[config.mk]
export PLATFORM = sky130hd
export DESIGN_NAME = conv1d_par_stream
export DESIGN_NICKNAME = d
export VERILOG_FILES = /design/src/rtl/conv1d_pkg.sv /design/src/rtl/conv_mac_lane.sv /design/src/rtl/conv1d_par_stream.sv
export SDC_FILE = /design/constraint.sdc
export NUM_CORES = 2
export LEC_CHECK = 0
export CORE_ASPECT_RATIO = 2
export CORE_MARGIN = 2
export CORE_UTILIZATION = 60
export CTS_CLUSTER_SIZE = 12
export DETAILED_ROUTE_END_ITERATION = 10
export PLACE_DENSITY = 0.85
export SETUP_SLACK_MARGIN = 0.4
export SYNTH_ARGS = -nofsm -noshare
export SYNTH_HDL_FRONTEND = slang
export SYNTH_SLANG_ARGS = --single-unit
[constraint.sdc]
create_clock -name clk -period 16.9 [get_ports clk]
set_input_delay 1.69 -clock clk [delete_from_list [all_inputs] [get_ports clk]]
set_output_delay 1.69 -clock clk [all_outputs]
set_load 0.01 [all_outputs]
[src/rtl/conv1d_pkg.sv]
`default_nettype none
// ---------------------------------------------------------------------------
// conv1d_pkg : shared FSM state type and saturation / ReLU helpers.  Rev 1.0
// ---------------------------------------------------------------------------
package conv1d_pkg;

   typedef enum logic [1:0] {
      LOAD    = 2'd0,
      COMPUTE = 2'd1,
      OUT     = 2'd2
   } state_t;

   // Clamp a wide signed value into the signed range of a width-bit word.
   function automatic logic signed [63:0] sat_trunc(input logic signed [63:0] value,
                                                    input int width);
      logic signed [63:0] hi;
      logic signed [63:0] lo;
      hi = (64'sd1 <<< (width - 1)) - 64'sd1;
      lo = -(64'sd1 <<< (width - 1));
      if (value > hi)      return hi;
      else if (value < lo) return lo;
      else                 return value;
   endfunction

   function automatic logic signed [63:0] relu(input logic signed [63:0] value);
      return (value < 64'sd0) ? 64'sd0 : value;
   endfunction

endpackage
`default_nettype wire

[src/rtl/conv_mac_lane.sv]
`default_nettype none
// ---------------------------------------------------------------------------
// conv_mac_lane : one saturating multiply-accumulate lane.  Rev 1.0
// ---------------------------------------------------------------------------
module conv_mac_lane
   import conv1d_pkg::*;
#(
   parameter int WIDTH = 16
) (
   input  logic                    clk,
   input  logic                    clr,
   input  logic                    en,
   input  logic signed [WIDTH-1:0] x,
   input  logic signed [WIDTH-1:0] f,
   output logic signed [WIDTH-1:0] acc
);

   logic signed [2*WIDTH-1:0] prod;
   logic signed [WIDTH-1:0]   prod_sat;
   logic signed [WIDTH:0]     sum;
   logic signed [WIDTH-1:0]   acc_q;

   // acc is the saturated running sum including this cycle's tap, so the
   // final tap can be captured by the parent on the same edge it lands.
   assign prod     = (2*WIDTH)'(x) * (2*WIDTH)'(f);
   assign prod_sat = WIDTH'(sat_trunc(64'(prod), WIDTH));
   assign sum      = (WIDTH+1)'(acc_q) + (WIDTH+1)'(prod_sat);
   assign acc      = WIDTH'(sat_trunc(64'(sum), WIDTH));

   always_ff @(posedge clk) begin
      if (clr)     acc_q <= '0;
      else if (en) acc_q <= acc;
   end

endmodule
`default_nettype wire

[src/rtl/conv1d_par_stream.sv]
`default_nettype none
// ---------------------------------------------------------------------------
// conv1d_par_stream : streaming 1-D convolution with P parallel MAC lanes.
// Rev 1.0
// ---------------------------------------------------------------------------
module conv1d_par_stream
   import conv1d_pkg::*;
#(
   parameter  int WIDTH = 16,
   parameter  int LENX  = 16,
   parameter  int LENF  = 4,
   parameter  int P     = 2,
   parameter  int RELU  = 1,
   localparam int SIZE  = LENX - LENF + 1,
   localparam int ADDRX = $clog2(LENX),
   localparam int ADDRF = $clog2(LENF)
) (
   input  logic                    clk,
   input  logic                    reset,
   input  logic signed [WIDTH-1:0] s_data_in_x,
   input  logic                    s_valid_x,
   output logic                    s_ready_x,
   output logic [ADDRF-1:0]        f_addr,
   input  logic signed [WIDTH-1:0] f_data,
   output logic signed [WIDTH-1:0] m_data_out_y,
   output logic                    m_valid_y,
   input  logic                    m_ready_y
);

   localparam int BW = $clog2(LENX + P + LENF) + 1;
   localparam int TW = $clog2(LENF + 1);
   localparam logic [BW-1:0]    P_B      = BW'(P);
   localparam logic [BW-1:0]    SIZE_B   = BW'(SIZE);
   localparam logic [BW-1:0]    ONE_B    = BW'(1);
   localparam logic [TW-1:0]    LAST_TAP = TW'(LENF);
   localparam logic [ADDRX-1:0] LAST_X   = ADDRX'(LENX - 1);

   state_t state, state_next;

   logic signed [WIDTH-1:0] x_mem     [LENX];
   logic signed [WIDTH-1:0] out_reg   [P];
   logic signed [WIDTH-1:0] lane_sum  [P];
   logic signed [WIDTH-1:0] latch_val [P];
   logic signed [WIDTH-1:0] out_sel;
   logic [ADDRX-1:0]        wr_idx;
   logic [TW-1:0]           tap;
   logic [BW-1:0]           base, out_idx, remain, last_idx;
   logic [P-1:0]            active;
   logic                    x_fire, y_fire, last_y, wrap;
   logic                    lane_clr, lane_en;

   always_ff @(posedge clk) begin
      if (reset) state <= LOAD;
      else       state <= state_next;
   end

   always_comb begin
      state_next   = state;
      s_ready_x    = 1'b0;
      m_valid_y    = 1'b0;
      m_data_out_y = '0;
      case (state)
         LOAD: begin
            s_ready_x = !reset;
            if (s_valid_x && !reset && wr_idx == LAST_X) state_next = COMPUTE;
         end
         COMPUTE: begin
            if (tap == LAST_TAP) state_next = OUT;
         end
         OUT: begin
            m_valid_y    = !reset;
            m_data_out_y = reset ? '0 : out_sel;
            if (m_ready_y && last_y) state_next = wrap ? LOAD : COMPUTE;
         end
         default: state_next = LOAD;
      endcase
   end

   assign x_fire   = s_valid_x && s_ready_x;
   assign y_fire   = m_valid_y && m_ready_y;
   assign remain   = SIZE_B - base;
   assign last_idx = (remain < P_B) ? remain - ONE_B : P_B - ONE_B;
   assign last_y   = (out_idx == last_idx);
   assign wrap     = (base + P_B) >= SIZE_B;
   assign f_addr   = (reset || tap >= LAST_TAP) ? '0 : ADDRF'(tap);

   // Tap c is addressed in cycle c and its ROM word accumulates in cycle c+1.
   assign lane_en  = (state == COMPUTE) && (tap != '0);
   assign lane_clr = reset || ((state == COMPUTE) && (tap == LAST_TAP));

   for (genvar j = 0; j < P; j++) begin : g_lane
      logic [BW-1:0]           rd_idx;
      logic signed [WIDTH-1:0] x_sel;

      assign active[j] = (base + BW'(j)) < SIZE_B;

      always_comb begin
         rd_idx = base + BW'(j) + BW'(tap) - ONE_B;
         x_sel  = '0;
         for (int k = 0; k < LENX; k++) begin
            if (rd_idx == BW'(k)) x_sel = x_mem[k];
         end
      end

      conv_mac_lane #(.WIDTH(WIDTH)) u_lane (
         .clk (clk),
         .clr (lane_clr),
         .en  (lane_en && active[j]),
         .x   (x_sel),
         .f   (f_data),
         .acc (lane_sum[j])
      );

      assign latch_val[j] = !active[j] ? '0 :
                            (RELU != 0) ? WIDTH'(relu(64'(lane_sum[j]))) : lane_sum[j];
   end

   always_comb begin
      out_sel = '0;
      for (int k = 0; k < P; k++) begin
         if (out_idx == BW'(k)) out_sel = out_reg[k];
      end
   end

   always_ff @(posedge clk) begin
      if (reset) begin
         wr_idx  <= '0;
         tap     <= '0;
         base    <= '0;
         out_idx <= '0;
         for (int j = 0; j < P; j++) out_reg[j] <= '0;
      end else begin
         if (x_fire) begin
            x_mem[wr_idx] <= s_data_in_x;
            wr_idx        <= (wr_idx == LAST_X) ? '0 : wr_idx + ADDRX'(1);
         end
         if (state == COMPUTE) begin
            if (tap == LAST_TAP) begin
               tap <= '0;
               for (int j = 0; j < P; j++) out_reg[j] <= latch_val[j];
            end else begin
               tap <= tap + TW'(1);
            end
         end
         if (y_fire) begin
            if (last_y) begin
               out_idx <= '0;
               base    <= wrap ? '0 : base + P_B;
            end else begin
               out_idx <= out_idx + ONE_B;
            end
         end
      end
   end

endmodule
`default_nettype wire

* Yosys cells after proc, flatten, opt, wreduce, memory -nomap -nowiden
Memory sizes are Yosys's and may differ from the RTL's.
Index checks and enable logic that the tools add are counted.
** Storage, ports and cells
- Bits in registers :: 53
- RAM bits :: 288
- Input bits :: 36
- Output and inout port bits :: 20
- Word-level logic and storage cells :: 171
- Memories :: 2
** Memory list
- x_mem :: depth 16, bits a word 16, read ports 16, clocked after memory_dff 0, wr ports 1, RTL line conv1d_par_stream.sv:40 : logic signed [WIDTH-1:0] x_mem [LENX];
- out_reg :: depth 2, bits a word 16, read ports 2, clocked after memory_dff 0, wr ports 2, RTL line conv1d_par_stream.sv:41 : logic signed [WIDTH-1:0] out_reg [P];
** Operators by class
- Add/sub/neg operators :: 13
- Multiply operators :: 2
- $lt $le $gt $ge :: 15
- Equal/unequal tests :: 39
- Muxes and demuxes :: 72
- Bitwise gates (word level) :: 2
- Reduce and logical (&&, ||, !) cells :: 19
** Operators with widths (count)
- 2-to-1 mux 16 bit :: 50
- == test 6 x 4 -> 1 bit, second input constant :: 16
- greater-than comparator 32 x 16 -> 1 bit, second input constant :: 2
- less-than comparator 32 x 16 -> 1 bit, second input constant :: 2
- multiplier 16 x 16 -> 32 bit :: 2
- == test 6 x 3 -> 1 bit, second input constant :: 8
- adder 16 x 16 -> 17 bit :: 2
- greater-than comparator 17 x 16 -> 1 bit, second input constant :: 2
- less-than comparator 17 x 16 -> 1 bit, second input constant :: 2
- less-than comparator 16 x 1 -> 1 bit, second input constant :: 2
- == test 6 x 2 -> 1 bit, second input constant :: 4
- == test 6 x 1 -> 1 bit, second input constant :: 3
- logical NOT 6 bit :: 3
- 2-to-1 mux 6 bit :: 3
- subtractor 6 x 1 -> 6 bit, second input constant :: 3
- adder 6 x 1 -> 6 bit, second input constant :: 2
- adder 6 x 3 -> 6 bit :: 2
- less-than comparator 6 x 4 -> 1 bit, second input constant :: 2
- 2-to-1 mux 1 bit :: 12
- logical AND 1 bit :: 9
- 2-to-1 mux 2 bit :: 4
- adder 6 x 2 -> 6 bit, second input constant :: 1
- == test 6 bit :: 1
- greater-or-equal comparator 6 x 4 -> 1 bit, second input constant :: 1
- other kinds (21) :: 24

* Depth between registers and ports, before layout
- Depth after elaboration :: 32
- Gate-level depth with buffers :: 57
- Mapped depth without buffers :: 51

* Hierarchy
A second synthesis with hierarchy kept.
** Second synthesis, totals
- Cell total of the unflattened synthesis :: 4164
- Area, all modules :: 39949.6 um2
** Modules (own cells, without submodules)
- conv1d_par_stream :: instances 1, cells each 1426, area an instance 16062.9 um2, seq. area each 8988.6 um2
- conv_mac_lane at g_lane[0].u_lane :: instances 1, cells each 1368, area an instance 11957.7 um2, seq. area each 320.3 um2
- conv_mac_lane at g_lane[1].u_lane :: instances 1, cells each 1370, area an instance 11928.9 um2, seq. area each 320.3 um2

* Worst setup path before layout
No wires, ideal clock.
- Path type :: register to register
- Start :: register base[1]
- End :: memory out_reg[1][13], in the netlist out_reg[0][29], data pin
- Arrival time :: 12.365 ns
- Data required time :: 16.630 ns
- Path slack :: 4.265 ns
- Cell stages (with the launch flop) :: 49
- Buffers on the path :: 5
- Cell sequence :: dfxtp_1 inv_1 ha_1 inv_1 ha_1 fa_1 a21o_1 a21oi_1 xor2_1 nor3_1 and3_1 clkbuf_1 or4_1 o21a_1 nor2_1 buf_2 nand2_1 fa_1 (+13 left out) o21bai_1 xor2_1 or3b_2 o41a_1 clkbuf_1 o21ai_0 ha_1 nor2b_1 o21ai_0 a21oi_1 o21ai_0 o21ai_0 a21o_1 a21oi_1 or2_2 clkbuf_1 clkbuf_1 a21oi_1
** RTL lines
- start: declaration :: RTL line conv1d_par_stream.sv:47 : logic [BW-1:0] base, out_idx, remain, last_idx;
- start signal: assignment :: RTL line conv1d_par_stream.sv:148 : base <= wrap ? '0 : base + P_B;
- end: declaration :: RTL line conv1d_par_stream.sv:41

==> results.cfg <==
[outcome]
outcome = finished clean

[placed_design]
hpwl_um = 92500
place.gp.congestion = 1.07
portBuffers = 54
place_ws_ns = 1.14
place_area_mm2 = 0.0398

[timing]
timing.slew.headroom_pct = 13.3
period_share_pct = 93.7
hold_viol = 0
fin_ws_ns = 1.06
rsz0062_at_grt = no
fin_setup_tns_ns = 0
fin_skew_ns = 0.0164
finalCriticalPeriod_ns = 15.84
fmax_mhz = 63.1
drv_slew = 0
setup_viol = 0
tightestPinTransition_ns = 1.30

[finish]
layout_commonest_cell = inv_1
nFillCells = 4835
seq_area_mm2 = 0.00963
layout_common_cells = 632 x inv_1, 528 x fa_1, 356 x nand2_1
layout-drive-gt1-share_pct = 5.28
largest_reg_flops = 256
fin_nets = 4699
area_delta_synth_final_pct = 6.96
fin_area_mm2 = 0.0408
diodes = 0
multiInputGateArea_mm2 = 0.0256

[yosys]
synth_flop_cell = edfxtp_1
syn-instance-count = 3895
synthArstFlopShare_pct = 0
syn_avg_cell_area_um2 = 9.80
seq_area_frac_synth_pct = 25.2
synthDistinctLibCells = 85
synth-seq-cells = 338
synth-edff-count = 286
ys_warn_count = 0
syn_nets = 4688
netlist_area_mm2 = 0.0382

[worst_setup_path]
slowest_delay_ns = 0.78
startpoint_type = flop
critPathMostFrequentCell = fa_1
path_class = flop to flop
crit_path_end_kind = flop
cp.arrival_ns = 16.11
crit_required_ns = 17.17
crit_slowest_cell = a221o_1
cp_max_fo = 16

[run]
maxCapViolations = 0

[die]
die_area_mm2 = 0.0658
dieHeight_um = 361
ios = 56
core_mm2 = 0.0629
start_util_pct = 60.6
row_count = 130
die_w_um = 182

[global_route]
antenna_found_initial = 1
grt_pass1_wl_um = 180000
track_usage_pct = 36.2
grt_pass1_vias = 32900
grt_max_degree = 35
grt_overflow_total = 0

[clock_tree]
cts_max_path_buffers = 3
cts_tree = done
clk_latency_ns = 0.55
cts_made_buffers = 34
cts.sinks = 338
cts.root.buffer_cell = clkbuf_16
clkTransAtPathRegs_ns = 0.07
h-tree-depth = 2

[power]
leakage_nw = 17.8
power_density_mw_per_mm2 = 95.4
finalPower_mw = 3.90
ir_worst_vdd_mv = 0.151

[route]
first_pass_iters = 6
wl_um = 116000
drt_iter0_markers = 2569
route.vias.total = 30400
drc = 0
avgRoutedWirePerCell_um = 24.7
viasPerCell = 6.46
antenna_left = 0

[min_path]
hold_class = flop to flop
[area by class of cell]
type | count | area share, %
repair buffers | 155 | 3.21
multi-input cells | 2742 | 62.6
well taps | 792 | 2.43
clock buffers | 47 | 2.23
flip-flops and latches | 338 | 23.6
inverters | 635 | 5.84
clock inverters | 4 | 0.101
[synth_stat cells (49+ instances only)]
cell type | n | area share [%]
ha_1 | 229 | 7.5
a22oi_1 | 66 | 1.3
a21oi_1 | 166 | 2.2
clkbuf_1 | 158 | 1.6
nand2_1 | 357 | 3.5
inv_1 | 632 | 6.2
fa_1 | 528 | 28
nor2_1 | 195 | 1.9
xnor2_1 | 75 | 1.7
and2_1 | 243 | 4.0
dfxtp_1 | 52 | 2.7
edfxtp_1 | 286 | 22
xor2_1 | 49 | 1.1
nor3_1 | 59 | 0.77
o21ai_0 | 142 | 1.9
nand3_1 | 51 | 0.67
[stage by stage]
stage	hold WS (ns)	instances	utilization [%]
floorplan	0.422	3895	-
global placement	0.431	4659	63.3
detailed placement	0.435	4659	63.3
CTS	0.444	4710	64.8
global route	0.464	4713	64.9
finish	0.441	4713	64.9
[logic make-up after synthesis]
family	Yosys count	synth area share, %
compound gates	691	12.2
buf+inv	815	8.09
mux	35	1.55
fa+ha+maj	763	35.4
xor+xnor	124	2.85
simple gates	1127	14.7
other cells	2	0.0197
flops	338	25.2
[critical path: cells and delay by family, from the launching register on]
| family | cells | cell delay [ns] |
|---|---|---|
| buffers and inverters | 8 | 0.97 |
| adder cells (fa/ha/maj) | 12 | 4.85 |
| AO/OA/AOI/OAI | 20 | 6.23 |
| XOR/XNOR | 2 | 0.67 |
| flip-flops | 1 | 0.41 |
| AND/OR/NAND/NOR | 7 | 2.35 |
[report_power, final]
group / leakage (nW) / internal, mW / switching (mW)
clock network: 0.456 / 0.375 / 0.321
logic: 14.3 / 0.834 / 1.45
registers: 3.04 / 0.910 / 0.00369
total: 17.8 / 2.12 / 1.78
[routing by layer]
| metal | part of all wire, % | GRT usage (%) | vias to the layer above |
|---|---|---|---|
| li1 | - | - | 13000 |
| met1 | 30 | 34.3 | 15000 |
| met2 | 53 | 67.7 | 1680 |
| met3 | 5.6 | 3.87 | 747 |
| met4 | 11 | 31.9 | 0 |
| met5 | 0 | 0 | - |
[worst paths after layout]
check	startpoint	end	slack (ns)	cells past startpoint
max	base[1]$_SDFFE_PP0P_	out_reg[0][24]$_SDFFCE_PP0P_	1.06	49
min	g_lane[1].u_lane.acc_q[0]$_SDFFE_PP0P_	g_lane[1].u_lane.acc_q[0]$_SDFFE_PP0P_	0.44	2
max reg2reg	base[1]$_SDFFE_PP0P_	out_reg[0][24]$_SDFFCE_PP0P_	1.06	49
min reg2reg	g_lane[1].u_lane.acc_q[0]$_SDFFE_PP0P_	g_lane[1].u_lane.acc_q[0]$_SDFFE_PP0P_	0.44	2
[what timing repair did]
item                                    4_1_cts  5_1_grt
setup buffers                                 0        3
hold buffers                                  0        0
resized for setup                             0        6
endpoints found under the setup margin        0       25
endpoints found under the hold margin         0        0
No activity file was read; power rests on OpenSTA's default activity.
